<file path="src/rtl/branch_resolve_unit_if.sv">
// Bus bundle for branch_resolve_unit: resolve inputs, fetch lookup and the
// registered results. The BRANCH_STATS_EN macro adds the branch/miss counters.
interface branch_resolve_unit_if #(
    parameter int ADDR_W = 32
);
    logic              branch;
    logic [2:0]        cond;
    logic              zero;
    logic              negative;
    logic [ADDR_W-1:0] pc;
    logic              predicted;
    logic [ADDR_W-1:0] lookup_pc;
    logic              controleMux;
    logic              predict_taken;
    logic              taken_q;
    logic              mispredict;
`ifdef BRANCH_STATS_EN
    logic [15:0]       branch_count;
    logic [15:0]       miss_count;
`endif

    modport master (
        output branch, cond, zero, negative, pc, predicted, lookup_pc,
`ifdef BRANCH_STATS_EN
        input  branch_count, miss_count,
`endif
        input  controleMux, predict_taken, taken_q, mispredict
    );

    modport slave (
        input  branch, cond, zero, negative, pc, predicted, lookup_pc,
`ifdef BRANCH_STATS_EN
        output branch_count, miss_count,
`endif
        output controleMux, predict_taken, taken_q, mispredict
    );
endinterface

</file>
<file path="src/rtl/branch_resolve_unit.sv">
// Branch condition resolver with a 2-bit saturating-counter BHT for fetch prediction.
// Optional BRANCH_STATS_EN macro adds saturating branch/mispredict counters.
module branch_resolve_unit #(
    parameter int ADDR_W    = 32,
    parameter int BHT_DEPTH = 16,
    parameter int IDX_LSB   = 2
) (
    input  logic                 clock,
    input  logic                 reset,
    branch_resolve_unit_if.slave bus
);
    localparam int IDX_W = $clog2(BHT_DEPTH);

    function automatic logic decode_cond(input logic [2:0] c,
                                         input logic z,
                                         input logic n);
        logic t;
        t = 1'b0;
        case (c)
            3'b000:  t = z;
            3'b001:  t = ~z;
            3'b010:  t = z | n;
            3'b011:  t = ~z & ~n;
            3'b100:  t = n;
            3'b101:  t = ~n;
            3'b110:  t = 1'b1;
            default: t = 1'b0;
        endcase
        return t;
    endfunction

    function automatic logic [1:0] sat_step(input logic [1:0] ctr,
                                            input logic up);
        logic [1:0] r;
        r = ctr;
        if (up && ctr != 2'b11)
            r = ctr + 2'd1;
        else if (!up && ctr != 2'b00)
            r = ctr - 2'd1;
        return r;
    endfunction

    logic [1:0]       bht [BHT_DEPTH];
    logic             taken;
    logic [IDX_W-1:0] upd_idx;
    logic [IDX_W-1:0] lk_idx;
    logic             taken_q_p1;
    logic             mispredict_p1;

    // Resolve stage: pure combinational decode; branch gating keeps an
    // unknown cond from reaching controleMux when no branch is present.
    always_comb begin
        taken   = decode_cond(bus.cond, bus.zero, bus.negative);
        upd_idx = bus.pc[IDX_LSB +: IDX_W];
        lk_idx  = bus.lookup_pc[IDX_LSB +: IDX_W];
    end

    assign bus.controleMux   = bus.branch & taken & reset;
    assign bus.predict_taken = bht[lk_idx][1];

    // Update stage: outcome, mispredict flag and counter training.
    always_ff @(posedge clock) begin
        if (!reset) begin
            for (int i = 0; i < BHT_DEPTH; i++)
                bht[i] <= 2'b01;
            taken_q_p1    <= 1'b0;
            mispredict_p1 <= 1'b0;
        end else begin
            mispredict_p1 <= 1'b0;
            if (bus.branch) begin
                taken_q_p1    <= taken;
                mispredict_p1 <= bus.predicted ^ taken;
                bht[upd_idx]  <= sat_step(bht[upd_idx], taken);
            end
        end
    end

    assign bus.taken_q    = taken_q_p1;
    assign bus.mispredict = mispredict_p1;

`ifdef BRANCH_STATS_EN
    function automatic logic [15:0] sat_inc16(input logic [15:0] v);
        return (v == 16'hFFFF) ? v : v + 16'd1;
    endfunction

    logic [15:0] branch_count_p1;
    logic [15:0] miss_count_p1;

    always_ff @(posedge clock) begin
        if (!reset) begin
            branch_count_p1 <= 16'd0;
            miss_count_p1   <= 16'd0;
        end else if (bus.branch) begin
            branch_count_p1 <= sat_inc16(branch_count_p1);
            if (bus.predicted != taken)
                miss_count_p1 <= sat_inc16(miss_count_p1);
        end
    end

    assign bus.branch_count = branch_count_p1;
    assign bus.miss_count   = miss_count_p1;
`endif
endmodule

</file>
<file path="src/flat_wrapper.sv">
// flat-port wrapper written by rule: the top's interface ports become plain ports
module branch_resolve_unit_flat 
#(
    parameter int ADDR_W    = 32,
    parameter int BHT_DEPTH = 16,
    parameter int IDX_LSB   = 2
)
  (clock, reset, bus_branch, bus_cond, bus_zero, bus_negative, bus_pc, bus_predicted, bus_lookup_pc, bus_controleMux, bus_predict_taken, bus_taken_q, bus_mispredict);
  branch_resolve_unit_if #(.ADDR_W(ADDR_W)) bus_i ();
  input  logic clock;
  input  logic reset;
  input wire logic [$bits(bus_i.branch)-1:0] bus_branch;
  input wire logic [$bits(bus_i.cond)-1:0] bus_cond;
  input wire logic [$bits(bus_i.zero)-1:0] bus_zero;
  input wire logic [$bits(bus_i.negative)-1:0] bus_negative;
  input wire logic [$bits(bus_i.pc)-1:0] bus_pc;
  input wire logic [$bits(bus_i.predicted)-1:0] bus_predicted;
  input wire logic [$bits(bus_i.lookup_pc)-1:0] bus_lookup_pc;
  output wire logic [$bits(bus_i.controleMux)-1:0] bus_controleMux;
  output wire logic [$bits(bus_i.predict_taken)-1:0] bus_predict_taken;
  output wire logic [$bits(bus_i.taken_q)-1:0] bus_taken_q;
  output wire logic [$bits(bus_i.mispredict)-1:0] bus_mispredict;
  assign bus_i.branch = bus_branch;
  assign bus_i.cond = bus_cond;
  assign bus_i.zero = bus_zero;
  assign bus_i.negative = bus_negative;
  assign bus_i.pc = bus_pc;
  assign bus_i.predicted = bus_predicted;
  assign bus_i.lookup_pc = bus_lookup_pc;
  assign bus_controleMux = bus_i.controleMux;
  assign bus_predict_taken = bus_i.predict_taken;
  assign bus_taken_q = bus_i.taken_q;
  assign bus_mispredict = bus_i.mispredict;
  branch_resolve_unit #(.ADDR_W(ADDR_W), .BHT_DEPTH(BHT_DEPTH), .IDX_LSB(IDX_LSB)) u_core (.clock(clock), .reset(reset), .bus(bus_i));
endmodule
</file>
<file path="config.mk">
export PLATFORM = sky130hd
export DESIGN_NAME = branch_resolve_unit_flat
export DESIGN_NICKNAME = d
export VERILOG_FILES = /design/src/rtl/branch_resolve_unit_if.sv /design/src/rtl/branch_resolve_unit.sv /design/src/flat_wrapper.sv
export SDC_FILE = /design/constraint.sdc
export NUM_CORES = 1
export LEC_CHECK = 0
export CAP_MARGIN = 20
export CORE_MARGIN = 5
export CORE_UTILIZATION = 44
export CTS_CLUSTER_SIZE = 16
export DETAILED_ROUTE_END_ITERATION = 8
export GPL_ROUTABILITY_DRIVEN = 0
export GPL_TIMING_DRIVEN = 0
export PLACE_DENSITY_LB_ADDON = 0.2
export SETUP_SLACK_MARGIN = 0.2
export SLEW_MARGIN = 20
export SYNTH_ARGS = -nofsm -noshare
export SYNTH_HDL_FRONTEND = slang
export SYNTH_SLANG_ARGS = --single-unit
</file>
<file path="constraint.sdc">
create_clock -name clock -period 3.7 [get_ports clock]
set_clock_uncertainty 0.15 [all_clocks]
set_input_delay 0.74 -clock clock [delete_from_list [all_inputs] [get_ports clock]]
set_output_delay 0.74 -clock clock [all_outputs]
set_load 0.01 [all_outputs]
</file>
Yosys cells after proc, flatten, opt, wreduce, memory -nomap -nowiden
Memories as Yosys holds them, arrays and structs flattened.
Index checks and enable logic that the tools add are counted.

word-level totals
  register bits = 2
  memory bits (writable) = 32
  bits of input ports = 73
  output and inout port bits = 4
  word-level logic and storage cells = 38
  memories = 1

memory list
  memory      depth  width  rd ports  clocked after Yosys merged registers in  write ports  line                       RTL
  u_core.bht  16     2      2         0                                        16           branch_resolve_unit.sv:43  logic [1:0] bht [BHT_DEPTH];

cells by class
  add/subtract/negate cells = 2
  eq/ne operators = 7
  multiplexer cells = 12
  bitwise logic cells = 7
  reduce and logical (&&, ||, !) cells = 7

operators with widths
  operator               number
  $mux W2                5
  $eq A3 B3 Y1 const B   3
  $pmux W1 S7            1
  $eq A3 B2 Y1 const B   2
  $mux W1                5
  $mux W4                1
  $and A1 B1 Y1          3
  $eq A3 B1 Y1 const B   1
  $logic_not A3 Y1       1
  $add A2 B1 Y2 const B  1
  $logic_and A1 B1 Y1    2
  $ne A2 B2 Y1 const B   1
  $not A1 Y1             2
  $reduce_and A2 Y1      1
  $reduce_bool A2 Y1     1
  $reduce_or A2 Y1       1
  $sub A2 B1 Y2 const B  1
  $logic_not A1 Y1       1
  $or A1 B1 Y1           1
  $xor A1 B1 Y1          1

Depth between registers and ports, before layout
Gate-level depths: netlist of the first run.

  depth in word-level cells = 10
  mapped depth = 12
  gate-level depth less buffers = 10

Worst setup path after synthesis of the first run
No wires, ideal clock.

  kind = in2reg
  start point = in bus_pc[2]
  end point = mem u_core.bht[13][0] (data pin)
  library setup time = 0.288 ns
  arrival time = 2.919 ns
  required time = 3.262 ns
  setup slack = 0.344 ns
  stages = 11
  buffers on the path = 2
  cells stage by stage = buf_6 > mux4_2 > a22oi_1 > nand2_2 > ha_1 > and2_1 > o22ai_1 > nor3b_2 > xnor2_4 > buf_4 > nand3_1

RTL lines
  what                line                       RTL
  start: declaration  flat_wrapper.sv:16         input wire logic [$bits(bus_i.pc)-1:0] bus_pc;
  end: declaration    branch_resolve_unit.sv:43

Worst setup path in the final report of the first run
  start point = in bus_lookup_pc[2]
  end point = out bus_predict_taken

between the ends
  cells in the longest elaborated chain, start to end = 1

RTL lines
  what                line                RTL
  start: declaration  flat_wrapper.sv:18  input wire logic [$bits(bus_i.lookup_pc)-1:0] bus_lookup_pc;
  $mem_v2 Z16 W2      --
  end: declaration    flat_wrapper.sv:20  output wire logic [$bits(bus_i.predict_taken)-1:0] bus_predict_taken;

Every way passes these cells.

==> metrics.md, run 1 <==
| Metric | Value |
|---|---|
| Placeable Area | `4380 µm²` |
| Worst-path cell chain | `clkdlybuf4s15_2 > mux4_2 > mux4_2 > clkdlybuf4s50_1` |
| Post-route DRC | `0` |
| Slew @ Worst Pin | `1.11 ns` |
| Top cell type's share of synthesized area | `between 40% and 50%` |
| Via/cell ratio | `5.74` |
| Synthesized instance count | `about 170` |
| Peak supply drop | `about 250 µV` |
| Final setup margin | `0.294 ns` |
| Post-synth net total | `240` |
| F_max | `between 200 and 300 MHz` |
| Final setup viols | `0` |
| Status | `completed` |
| Remaining antenna violation count | `0` |
| IO Count | `77` |
| Commonest non-fill, non-tap cell in the layout | `nand2_1` |
| Clock slew at reported path FFs | `0.07 ns` |
| Clock sink total | `34` |
| Min-Delay Endpoint | `u_core.bus.taken_q` |
| Pwr Total | `between 900 and 1000 µW` |
| Nature of the critical path startpoint | `primary input` |
| FP Rows | `24` |
| Nets@finish | `273` |
| Largest fanout on the critical path | `4` |
| 1st-pass router iterations | `4` |
| Port Buf Inserts | `19` |
| Die Wd | `77.2 µm` |
| Worst r2r src | `u_core.bht[2][1]` |
| Final hold slack | `0.372 ns` |
| Hold crit path type | `register to register` |
| DIE AREA | `5960 µm²` |
| Unrepaired setup endpoints after global routing | `yes` |
| Drt total wl | `4420 µm` |
| Most frequent cells in the layout | `nand2_1 (35), edfxtp_1 (32), nand3_1 (16), mux4_2 (12), clkdlybuf4s50_1 (12)` |
| Bufs and invs on worst path | `2` |
| Initial DRC count | `107` |
| Antenna Cells | `0` |
| Reg2reg end | `u_core.bht[12][0]` |
| CP most frequent cell | `mux4_2` |
| Critical Path Sink Type | `primary output` |
| H-tree depth | `2` |
| Area leader, netlist | `edfxtp_1` |
| Final period util | `slightly above 90%` |
| Ratio of cells with drive above 1 in the final layout | `a little under a third` |
| Required time of the critical path | `2.81 ns` |
| FF-to-FF setup slack | `0.73 ns` |
| GRT Util Overall | `15.6%` |
| Leakage | `approximately 0.00086 µW` |
| Slew Limit Fails | `0` |
| CTS Buf Count | `5` |
| Final critical-path required period | `3.41 ns` |
| Initial antenna violation count | `0` |
| Mean post-synth cell area | `12.0 µm²` |
| Worst slack at placement | `-0.767 ns` |
| Synth Cell Area | `just under 2000 µm²` |
| R2r worst-path depth | `10` |
| Crit path max-delay family | `multiplexers` |
| Slowest stage delay, CP | `0.54 ns` |
| Cell variety after synth | `37` |
| Pwr dens | `372 nW/µm²` |
| Yosys reg bits | `34` |
| Synth Warn # | `0` |
| Slowest stage cell, crit path | `mux4_2` |
| Area contributors post-synth | `edfxtp_1 (48%), mux4_2 (14%), nand2_1 (6.6%)` |
| First-pass GRT wire length | `7290 µm` |
| Initial Util | `approximately 45%` |
| HPWL Detailed | `3170 µm` |
| Pin count of the biggest net entering global routing | `11` |
| Max Root-Sink Buffers | `2` |
| WS Path Type | `primary input to primary output` |
| Number of global-route vias before repair | `1469` |
| Clk root buf | `clkbuf_8` |
| Register area share after synthesis | `50.3%` |
| Final hold violations | `0` |
| DR WL/cell | `17.6 µm` |
| Worst Hold Path Cells | `1` |
| Slew headroom | `26.1%` |
| CTS tree | `built` |
| Congestion Overflow GR | `0` |
| Max Cap Viol | `0` |
| Area grow syn2layout | `24.4%` |
| Routed via count | `1441` |
| Die Y | `77.2 µm` |
| Worst-Skew Late Latency | `0.28 ns` |
| Worst EP arrival | `around 2.5 ns` |
| HP Start | `u_core.bus.taken_q` |
-- where the power goes --
part,internal (µW),leakage [µW],switching (µW)
Sequential,432,0.000304,5.56
Combinational,106,0.000510,120
Clock,129,0.0000426,127
Total,667,0.000857,252
-- routing by layer --
layer | track usage, % | wire length [µm]
met5 | 0 | 0
met4 | 4.12 | 49
met3 | 2.93 | 211
met2 | 26.0 | 2220
met1 | 20.8 | 1930
-- cell type report --
type / count / area, µm²
fill: 376 / 1910
sequential: 34 / 1000
multi-input combinational: 119 / 1000
timing repair buffer: 26 / 240
buffer: 10 / 77.6
clock buffer: 6 / 72.6
tap: 52 / 65.1
clock inverter: 2 / 8.76
inverter: 2 / 7.51
-- cell families after synthesis --
| logic type | share of synthesized area (%) |
|---|---|
| AO/OA/AOI/OAI | 5.47 |
| flip-flops | 50.3 |
| AND/OR/NAND/NOR | 23.0 |
| buffers and inverters | 3.21 |
| XOR/XNOR | 1.83 |
| multiplexers | 14.9 |
| adder cells (fa/ha/maj) | 1.26 |
-- synthesized netlist by cell type --
cell type,n
nand2_1,35
edfxtp_1,32
nand3_1,16
mux4_2,12
nor2_2,10
nor2_1,9
clkbuf_1,4
and2_1,3
buf_1,3
nor2b_1,3
nor3_1,3
nor3b_1,3
a22oi_1,2
a22oi_2,2
buf_6,2
dfxtp_1,2
ha_1,2
inv_1,2
nand2_2,2
a211o_1,1
a211oi_1,1
a21oi_1,1
and3_1,1
and4_1,1
buf_4,1
mux4_1,1
nand4b_1,1
nor3b_2,1
nor4b_1,1
nor4bb_1,1
o211a_1,1
o21ai_0,1
o22ai_1,1
o311ai_4,1
or3_1,1
xnor2_4,1
xor2_1,1
-- what timing repair did --
item                       CTS  global route
buffers inserted             5             1
hold buffers                 0             0
pin swaps                    3             2
gates cloned                 1             0
gates resized for setup     29             9
setup endpoints to repair   34            26
-- worst max path at each step --
stage                                start           endpoint  slack [ns]  depth (start not counted)
after CTS                        bus_pc[2]  u_core.bht[12][0]        0.22                         12
after floorplan                  bus_pc[2]  u_core.bht[13][0]        0.34                         11
after global routing             bus_pc[4]  u_core.bht[10][0]        0.19                         13
after detailed placement         bus_pc[3]  u_core.bht[12][0]       -0.77                         12
after global placement           bus_pc[3]  u_core.bht[14][0]       -0.72                         12
final                     bus_lookup_pc[2]  bus_predict_taken        0.29                          4
-- flip-flops by register name (all words and copies together), names as in the netlist --
name / flops
u_core.bht: 32
u_core.bus.mispredict: 1
u_core.bus.taken_q: 1
-- stage by stage --
step	setup TNS, ns	utilization, %	std cells	area (µm²)
detailed placement	-18.39	51.2	236	2240
global placement	-16.91	51.2	236	2240
floorplan	0	-	165	1990
CTS	0	55.7	250	2440
finish	0	56.4	251	2470
global route	0	56.4	251	2470
-- worst register-to-register path: cells and delay by family (launching register included) --
family	cells	cell delay [ns]
AOI/OAI and AO/OA	2	0.35
xor gates and xnor gates	1	0.19
adders and majority gates	1	0.22
buffers and inverters	1	0.17
DFF	1	0.40
muxes	1	0.53
and+or+nand+nor	4	0.65
Note: power is estimated with default switching activity, not from simulation.
==> run 2, diff against run 1 <==
--- a/config.mk
+++ b/config.mk
@@ -5,9 +5,11 @@
 export SDC_FILE = /design/constraint.sdc
 export NUM_CORES = 1
 export LEC_CHECK = 0
-export CAP_MARGIN = 20
+export CAP_MARGIN = 0
+export CELL_PAD_IN_SITES_DETAIL_PLACEMENT = 1
+export CELL_PAD_IN_SITES_GLOBAL_PLACEMENT = 1
 export CORE_MARGIN = 5
-export CORE_UTILIZATION = 44
+export CORE_UTILIZATION = 33
 export CTS_CLUSTER_SIZE = 16
 export DETAILED_ROUTE_END_ITERATION = 8
 export GPL_ROUTABILITY_DRIVEN = 0
==> metrics.md, run 2 (synthesized netlist as in run 1, its figures left out) <==
| Metric | Value |
|---|---|
| CTS tree | `built` |
| Slowest stage cell, crit path | `mux4_2` |
| Final period util | `91.7%` |
| Unrepaired setup endpoints after global routing | `no` |
| Clock sink total | `34` |
| WS Path Type | `primary input to primary output` |
| Slew @ Worst Pin | `1.25 ns` |
| DR WL/cell | `18.4 µm` |
| Remaining antenna violation count | `0` |
| Clock slew at reported path FFs | `0.06 ns` |
| Port Buf Inserts | `19` |
| Final setup margin | `0.308 ns` |
| Number of global-route vias before repair | `about 1.6k` |
| Slowest stage delay, CP | `~0.53 ns` |
| GRT Util Overall | `between 10% and 20%` |
| Initial DRC count | `38` |
| Worst slack at placement | `-0.829 ns` |
| Peak supply drop | `132 µV` |
| Worst-Skew Late Latency | `0.29 ns` |
| Status | `completed` |
| Die Y | `roughly 88 µm` |
| Initial Util | `between 30% and 40%` |
| Hold crit path type | `register to register` |
| Die Wd | `87.6 µm` |
| Slew headroom | `16.0%` |
| Nets@finish | `278` |
| F_max | `295 MHz` |
| Bufs and invs on worst path | `2` |
| Initial antenna violation count | `0` |
| Worst EP arrival | `2.50 ns` |
| Placeable Area | `5890 µm²` |
| Largest fanout on the critical path | `4` |
| Reg with most FFs | `u_core.bht` |
| Most frequent cells in the layout | `nand2_1 (35), edfxtp_1 (32), nand3_1 (16), mux4_2 (12), clkdlybuf4s50_1 (12)` |
| Non-filler cells, final | `around 280` |
| Congestion Overflow GR | `0` |
| Worst r2r src | `u_core.bht[2][1]` |
| HP Start | `u_core.bus.taken_q` |
| Antenna Cells | `0` |
| H-tree depth | `2` |
| Final setup viols | `0` |
| Leakage | `between 0.0008 and 0.0009 µW` |
| Nature of the critical path startpoint | `primary input` |
| Pwr Total | `966 µW` |
| Clk root buf | `clkbuf_8` |
| # fillers | `656` |
| Slew Limit Fails | `0` |
| Final critical-path required period | `around 3.4 ns` |
| Max Root-Sink Buffers | `2` |
| 1st-pass router iterations | `5` |
| Routed via count | `~1.5k` |
| Final hold violations | `0` |
| Post-route DRC | `0` |
| FP Rows | `28` |
| Critical Path Sink Type | `primary output` |
| CP most frequent cell | `mux4_2` |
| HPWL Detailed | `3710 µm` |
| First-pass GRT wire length | `~8500 µm` |
| IO Count | `77` |
| DIE AREA | `7680 µm²` |
| Required time of the critical path | `2.81 ns` |
| Via/cell ratio | `5.30` |
| CTS Buf Count | `5` |
| Critical path origin | `bus_lookup_pc[2]` |
| Commonest non-fill, non-tap cell in the layout | `nand2_1` |
| Crit path max-delay family | `multiplexers` |
| Ratio of cells with drive above 1 in the final layout | `32.4%` |
| Max reg flops | `32` |
| Pin count of the biggest net entering global routing | `11` |
| Max Cap Viol | `0` |
| Worst-path cell chain | `clkdlybuf4s15_2 > mux4_2 > mux4_2 > clkdlybuf4s50_1` |
| Drt total wl | `between 5000 and 6000 µm` |
| Area grow syn2layout | `28.4%` |
| Pwr dens | `378 nW/µm²` |
| Inst Count DP | `about 260` |
[run 2: cell type report]
class                           count  area (µm²)  area share [%]
Multi-Input combinational cell    119        1000            39.3
Clock buffer                        8        90.1            3.53
Tap cell                           75        93.8            3.67
Timing Repair Buffer               31         278            10.9
Inverter                            2        7.51           0.294
Sequential cell                    34        1000            39.2
Buffer                             10        80.1            3.14
[run 2: final timing paths]
| path | to | slack (ns) | cells after the start |
|---|---|---|---|
| worst max register to register | u_core.bht[8][0] | 0.75 | 10 |
| worst min register to register | u_core.bus.taken_q | 0.36 | 1 |
| worst min-delay path | u_core.bus.taken_q | 0.36 | 1 |
| worst max-delay path | bus_predict_taken | 0.31 | 4 |
[run 2: timing repair]
item                       4_1_cts  5_1_grt
pin swaps                        5        4
setup endpoints to repair       34       31
hold buffers                     0        0
gates resized for setup         33        7
gates cloned                     1        0
buffers inserted                 8        3
[run 2: routing by layer]
| metal | track usage, % | part of all wire (%) | routed length [µm] |
|---|---|---|---|
| met4 | 8.23 | 3.8 | 194 |
| met2 | 26.1 | 49 | 2540 |
| met1 | 17.8 | 42 | 2190 |
| met3 | 3.10 | 4.3 | 222 |
| met5 | 0 | 0 | 0 |
[run 2: worst register-to-register path: stages, from the launching register on]
cell and delay (ns):
edfxtp_1 0.41, mux4_1 0.54, a22oi_2 0.24, nand2_4 0.10
ha_4 0.18, and2_1 0.15, o22ai_1 0.12, nor3b_4 0.30
xnor2_4 0.19, buf_6 0.17, nand3_1 0.09
[run 2: power by group]
| part | total [µW] | leakage (µW) | internal [µW] | switching (µW) |
|---|---|---|---|---|
| clock network | 284 | 0.0000455 | 152 | 132 |
| registers | 438 | 0.000304 | 432 | 5.51 |
| logic | 245 | 0.000517 | 116 | 129 |
[run 2: through the flow]
step / utilization (%) / area [µm²] / setup TNS, ns / hold WS, ns
final: 43.4 / 2550 / 0 / 0.361
after detailed placement: 38.6 / 2270 / -21.20 / 0.341
after CTS: 42.7 / 2510 / 0 / 0.362
after global routing: 43.4 / 2550 / 0 / 0.392
after global placement: 38.6 / 2270 / -20.52 / 0.335
after floorplan: - / 1990 / 0 / 0.388
==> variant: new RTL, config.mk and constraints of run 2 <==
Put a register stage on the output `bus.predict_taken`, without a reset. The value now appears one clock later.
--- a/src/rtl/branch_resolve_unit.sv
+++ b/src/rtl/branch_resolve_unit.sv
@@ -58,3 +58,5 @@
     assign bus.controleMux   = bus.branch & taken & reset;
-    assign bus.predict_taken = bht[lk_idx][1];
+    always_ff @(posedge clock) begin
+        bus.predict_taken <= bht[lk_idx][1];
+    end
 
Check against the original RTL: not equivalent (Yosys sat finds a counterexample within 4 cycles, from zero or initial values and one cycle with reset low).
==> variant against run 2 <==
- power increased by 8.7%
- sequential cell count increased by 1
- setup slack got worse by 0.0089 ns
- wire length up 0.93%
- first-iteration DRC count fell by 21%
- final area rose by 2.6%
- synthesized area up 1.0%
- critical path depth increased by 8
==> variant: results <==
metrics = {
    "route": {
        "dr.first_iter.drc_count": 30,
        "drt-vias-per-instance": 5.26,
        "drt_pre_antenna_iters": 4,
        "finalWirelength_mm": 5.19,
    },
    "synth": {
        "top_post_synthesis_cells_by_count": "35 x nand2_1, 32 x edfxtp_1, 16 x nand3_1, 12 x mux4_2, 10 x nor2_2",
        "post_synth_main_area_contributors": "edfxtp_1 48%, mux4_2 13%, nand2_1 6.5%",
        "synth_sequential_area_ratio": 0.508,
        "synthesis.nets": 241,
    },
    "power_and_ir_drop": {
        "irDropWorstVdd_mv": 0.219,
        "leakage_uw": 0.000893,
    },
    "setup_path": {
        "start_point_of_the_critical_path": "bus_pc[5]",
        "worstPathArrival_ns": 3.29,
        "timing.critical_path.fanout_max": 10,
        "rr_startpoint": "u_core.bht[1][1]$_SDFFCE_PN0P_",
    },
    "final_layout": {
        "final_net_count": 276,
        "layout.filler_cells": 633,
        "final_layout_size_suffix_gt1_frac": 0.342,
        "antenna_cells_inserted": 0,
    },
    "grt": {
        "grt_max_degree": 12,
        "via_count_of_the_first_global_routing_pass": 1625,
        "grt_first_pass_wirelength_mm": 8.20,
        "grt.total_usage": 0.147,
    },
    "place": {
        "hpwlAfterDp_mm": 3.82,
    },
    "cts": {
        "clock_tree.root_cell": "clkbuf_8",
        "clock_tree.buffer_depth": 2,
        "clk-insertion-delay-late_ns": 0.29,
        "cts_inserted_buffers": 5,
    },
    "worst_hold_path": {
        "hp-start": "u_core.bus.taken_q$_SDFFE_PN0P_",
        "hold_path_depth": 1,
    },
    "sta": {
        "relSlewSlack": 0.532,
    },
    "status": {
        "run_status": "finished clean",
    },
}
-- variant: changes by cell type after synthesis, sizes merged --
cell / change
dfxtp: +1
-- variant: where the power goes --
part	total, uW	internal, uW	switching [uW]	leakage, uW
combinational	244	115	129	0.000519
sequential	451	445	6.24	0.000313
clock	356	218	138	0.0000612
-- variant: final timing paths --
check                           slack (ns)                         endpoint
worst max-delay path                  0.30   u_core.bht[3][1]$_SDFFCE_PN0P_
worst min-delay path                  0.38  u_core.bus.taken_q$_SDFFE_PN0P_
worst max register to register        0.74   u_core.bht[0][0]$_SDFFCE_PN1P_
worst min register to register        0.38  u_core.bus.taken_q$_SDFFE_PN0P_
-- variant: cell families after synthesis --
family,share of synthesized area
mux,0.148
compound gates,0.0542
xor+xnor,0.0181
buf+inv,0.0318
fa+ha+maj,0.0125
flops,0.508
simple gates,0.227
-- variant: layout make-up --
type | count | area (um^2) | area share
buffer | 10 | 77.6 | 0.0296
clock buffer | 6 | 82.6 | 0.0315
clock inverter | 2 | 35.0 | 0.0134
inverter | 2 | 7.51 | 0.00287
multi-input combinational | 119 | 1030 | 0.393
sequential | 35 | 1020 | 0.390
tap | 75 | 93.8 | 0.0358
timing repair buffer | 28 | 274 | 0.105
-- variant: metrics by stage --
step / setup slack, ns / cells / total power, uW / hold WS, ns / area [um^2]
after floorplan: 0.344 / 166 / 590 / 0.388 / 2010
after CTS: 0.221 / 276 / 1050 / 0.390 / 2560
after detailed placement: -0.897 / 260 / 660 / 0.373 / 2290
final: 0.299 / 277 / 1050 / 0.382 / 2620
after global placement: -0.828 / 260 / 651 / 0.332 / 2290
after global routing: 0.182 / 277 / 1100 / 0.411 / 2620
-- variant: timing repair --
action | 4_1_cts | 5_1_grt
setup buffers | 7 | 1
pin swaps | 3 | 3
hold endpoints to repair | 0 | 0
endpoints found under the setup margin | 33 | 26
gates cloned | 1 | 0
resized for setup | 27 | 8
-- variant: metal layers --
layer	track usage	wire length [um]	up-vias
met5	0	0	-
met4	0.0673	119	0
met3	0.0423	308	10
met2	0.258	2680	44
met1	0.165	2090	715
li1	-	-	688
-- variant: worst max-delay path, cell delays in order --
cell and delay, ns:
clkdlybuf4s50_1 0.56, nor2b_1 0.15, buf_2 0.22, a22oi_2 0.12, nand2_2 0.17, inv_1 0.10, ha_4 0.28, nor2_1 0.04
and3_1 0.21, o311ai_4 0.40, buf_6 0.25, nor2_2 0.05
